==> src/rtl/stream_fifo.sv <==
// Stream FIFO: buffers a valid-only write stream and presents it first-word
// fall-through on a valid/ready port, with level, almost-full and sticky overflow.
module stream_fifo #(
    parameter int unsigned WIDTH    = 32,
    parameter int unsigned DEPTH    = 8,
    parameter int unsigned AF_LEVEL = 6
) (
    input  logic                       clk,
    input  logic                       reset,
    input  logic                       enIn,
    input  logic [WIDTH-1:0]           dataIn,
    output logic                       validOut,
    input  logic                       readyIn,
    output logic [WIDTH-1:0]           dataOut,
    output logic [$clog2(DEPTH):0]     level,
    output logic                       almostFull,
    output logic                       overflow,
    input  logic                       clrOverflow
);

    localparam int unsigned AW = $clog2(DEPTH);
    localparam int unsigned LW = AW + 1;

    logic [WIDTH-1:0] mem_q [DEPTH];
    logic [AW-1:0]    wr_ptr_q, wr_ptr_d;
    logic [AW-1:0]    rd_ptr_q, rd_ptr_d;
    logic [LW-1:0]    level_q, level_d;
    logic             overflow_q, overflow_d;
    logic             almost_full_q, almost_full_d;
    logic             full, empty, push, pop;

    // Next-state: a pop frees a slot that a same-edge write may reuse when full.
    always_comb begin
        full          = (level_q == LW'(DEPTH));
        empty         = (level_q == '0);
        pop           = !empty && readyIn;
        push          = enIn && (!full || pop);
        wr_ptr_d      = wr_ptr_q;
        rd_ptr_d      = rd_ptr_q;
        level_d       = level_q;
        overflow_d    = overflow_q;
        if (push) begin
            wr_ptr_d = wr_ptr_q + AW'(1);
        end
        if (pop) begin
            rd_ptr_d = rd_ptr_q + AW'(1);
        end
        case ({push, pop})
            2'b10:   level_d = level_q + LW'(1);
            2'b01:   level_d = level_q - LW'(1);
            default: level_d = level_q;
        endcase
        if (clrOverflow) begin
            overflow_d = 1'b0;
        end
        if (enIn && full && !pop) begin
            overflow_d = 1'b1;
        end
        almost_full_d = (level_d >= LW'(AF_LEVEL));
    end

    always_ff @(posedge clk or posedge reset) begin
        if (reset) begin
            wr_ptr_q      <= '0;
            rd_ptr_q      <= '0;
            level_q       <= '0;
            overflow_q    <= 1'b0;
            almost_full_q <= 1'b0;
        end else begin
            wr_ptr_q      <= wr_ptr_d;
            rd_ptr_q      <= rd_ptr_d;
            level_q       <= level_d;
            overflow_q    <= overflow_d;
            almost_full_q <= almost_full_d;
        end
    end

    // Storage is never reset; level gating keeps stale entries off dataOut.
    always_ff @(posedge clk) begin
        if (push) begin
            mem_q[wr_ptr_q] <= dataIn;
        end
    end

    assign validOut   = (level_q != '0);
    assign dataOut    = validOut ? mem_q[rd_ptr_q] : '0;
    assign level      = level_q;
    assign almostFull = almost_full_q;
    assign overflow   = overflow_q;

endmodule

==> config.mk <==
export PLATFORM = sky130hd
export DESIGN_NAME = stream_fifo
export DESIGN_NICKNAME = d
export VERILOG_FILES = /design/src/rtl/stream_fifo.sv
export SDC_FILE = /design/constraint.sdc
export NUM_CORES = 1
export LEC_CHECK = 0
export CAP_MARGIN = 20
export CORE_ASPECT_RATIO = 1.4
export CORE_MARGIN = 2
export CORE_UTILIZATION = 55
export DETAILED_ROUTE_END_ITERATION = 8
export PLACE_DENSITY = 0.84
export SYNTH_ARGS = -nofsm -noshare
export SYNTH_HDL_FRONTEND = slang
export SYNTH_SLANG_ARGS = --single-unit
export TNS_END_PERCENT = 1
==> constraint.sdc <==
create_clock -name clk -period 5.4 [get_ports clk]
set_clock_uncertainty 0.2 [all_clocks]
set_input_delay 1.08 -clock clk [delete_from_list [all_inputs] [get_ports clk]]
set_output_delay 1.08 -clock clk [all_outputs]
set_load 0.1 [all_outputs]
==> results.sh <==
export IMPL_clkTransAtPathRegs_ns=0.07
export IMPL_wirelength_um=20500
export IMPL_fin_setup_tns_ns=0
export IMPL_grt_usage_pct=21.0
export IMPL_synth_cell_types=37
export IMPL_drive_gt1_share_pct=24.2
export IMPL_via_per_inst=5.97
export IMPL_run_status="finished clean"
export IMPL_antenna_found_initial=1
export IMPL_hold_viol_final=0
export IMPL_grt_pass1_vias=5351
export IMPL_slew_violations=0
export IMPL_clockBufferDepth=3
export IMPL_crit_fanout=33
export IMPL_synthCells=477
export IMPL_drt_iter0_drc=416
export IMPL_yosys_top_cells_count="edfxtp_1, mux4_2, nor2_1"
export IMPL_hpwl_um=12100
export IMPL_synth_top_cell_area_share_pct=73.3
export IMPL_cts_sinks=268
export IMPL_ys_seq_area_share_pct=76.2
export IMPL_synth_top_area_cell="edfxtp_1"
export IMPL_synth_fp_nets=517
export IMPL_n_fill_cell=1114
export IMPL_overflow=0
export IMPL_via_count=4993
export IMPL_grt_max_degree=35
export IMPL_first_pass_iters=5
export IMPL_nets=614
export IMPL_crit_path_end_kind="primary output"
export IMPL_cts_resized=0
export IMPL_hold_path_class="register to register"
export IMPL_yosysMostFrequentCell="edfxtp_1"
export IMPL_hold_buffers=0
export IMPL_synth_avg_cell_area_um2=22.0
export IMPL_finalCriticalPeriod_ns=4.76
export IMPL_die_area_um2=20200
export IMPL_critPathKind="register to primary output"
export IMPL_cts_tree="built"
export IMPL_antenna_left=0
export IMPL_async_flop_share_pct=4.48
export IMPL_synth_edf_count=256
export IMPL_wl_per_cell_um=24.5
export IMPL_num_rows=59
export IMPL_synth_flop_cell="edfxtp_1"
export IMPL_cts_htree_levels=1
export IMPL_cts_buffers=24
export IMPL_port_buffers=75
export IMPL_num_io_pins=76
export IMPL_setup_viol=0
export IMPL_yosys_top_cells_area="edfxtp_1, mux4_2, mux2i_1, dfrtp_1, nor2_1"
export IMPL_syn_to_final_growth_pct=18.6
export IMPL_synthesis_area_um2=10500
export IMPL_grt_pass1_wl_um=31600
export IMPL_yosysWarnings=0
export IMPL_final_period_utilization_pct=88.1
export IMPL_startpoint_type="register"
export IMPL_rsz0062_at_grt="no"
export IMPL_worst_slew_pin_slew_ns=1.01
export IMPL_drv_cap=0
export IMPL_clock_latency_ns=0.51
export IMPL_post_cts_buffers=0
export IMPL_core_region_area_um2=18700
export IMPL_die_x_um=121
export IMPL_fmax_mhz=210
export IMPL_place_congestion=0.710
export IMPL_required_ns=4.12
export IMPL_dieHeight_um=167
export IMPL_root_buffer="clkbuf_16"
export IMPL_slew_headroom_pct=32.7
export IMPL_crit_arrival_ns=3.48
export IMPL_ys_ff_latch=268
export IMPL_drc=0
export IMPL_start_util_pct=56.1
[state kept, by name, summed over array words and instances (netlist names)]
name and count:
almostFull 1, mem_q 256, rd_ptr_q 3, wr_ptr_q 3, overflow 1, level 4
[worst max-delay path: stages (launching register included)]
cell             delay [ns]
dfrtp_4                0.72
buf_12                 0.32
mux4_2                 0.59
mux2i_1                0.19
nor2_1                 0.10
clkdlybuf4s50_1        1.00
[kinds of logic (layout without fill, tap and decap cells)]
logic type      after synthesis  in the layout  synth area share, %
fa+ha+maj                     3              3                0.358
buf+inv                      30            145                 1.86
xor+xnor                      7              7                0.585
mux                          98             98                 17.0
simple gates                 59             59                 2.74
flops                       268            268                 76.2
compound gates               12             12                 1.25
other cells                   0              1                    0
[final timing paths]
check | depth (start not counted) | end | startpoint | slack, ns
setup reg to reg | 5 | mem_q[5][8] | level[1] | 2.54
max in group asynchronous | 2 | rd_ptr_q[0] | reset | 3.90
hold / removal | 1 | overflow | overflow | 0.31
hold reg to reg | 1 | overflow | overflow | 0.31
min in group asynchronous | 2 | overflow | reset | 0.70
setup / recovery | 5 | dataOut[26] | rd_ptr_q[0] | 0.64
[layout make-up]
| type | instances | area, um2 | area share [%] |
|---|---|---|---|
| antenna | 1 | 2.50 | 0.0201 |
| clock buffer | 28 | 637 | 5.12 |
| sequential | 268 | 7990 | 64.3 |
| inverter | 5 | 21.3 | 0.171 |
| timing repair buffer | 96 | 933 | 7.51 |
| clock inverter | 16 | 180 | 1.45 |
| multi-input combinational | 179 | 2360 | 19.0 |
| tap | 244 | 305 | 2.46 |
[cells in the final DEF (no fill, tap or decap), drive strengths merged, types with 2 or more instances in the layout]
cell type,synthesis,final
inv,5,6
bufinv,0,4
nor2,40,40
mux2,2,2
a21boi,2,2
mux4,64,64
edfxtp,256,256
xor2,3,3
clkinv,0,10
xnor2,4,4
mux2i,32,32
nor3,4,4
nand3,2,2
ha,3,3
o21bai,2,2
dfrtp,12,12
nand2b,4,4
clkdlybuf4s50,0,75
clkbuf,5,28
nand2,5,5
buf,20,21
[per-stage QoR]
step | utilization [%] | area, um2 | cells | hold slack (ns) | setup slack (ns)
final | 66.6 | 12400 | 837 | 0.312 | 0.644
after global routing | 66.6 | 12400 | 837 | 0.337 | 0.494
after CTS | 66.5 | 12400 | 836 | 0.312 | 0.629
after detailed placement | 62.2 | 11600 | 792 | 0.297 | 1.19
after global placement | 62.2 | 11600 | 792 | 0.288 | 1.23
after floorplan | - | 10500 | 477 | 0.280 | 0.860
[metal layers]
metal  GRT usage (%)  vias up  routed length, um
met1            27.4     2605               7790
li1                -     2161                  -
met3            2.32       40               1180
met4            7.63        0                575
met5               0        -                  0
met2            36.6      187              10900
Power is left out: the tool's default activity adds up to more than one toggle a clock period on the data nets, which glitch-free logic cannot reach.
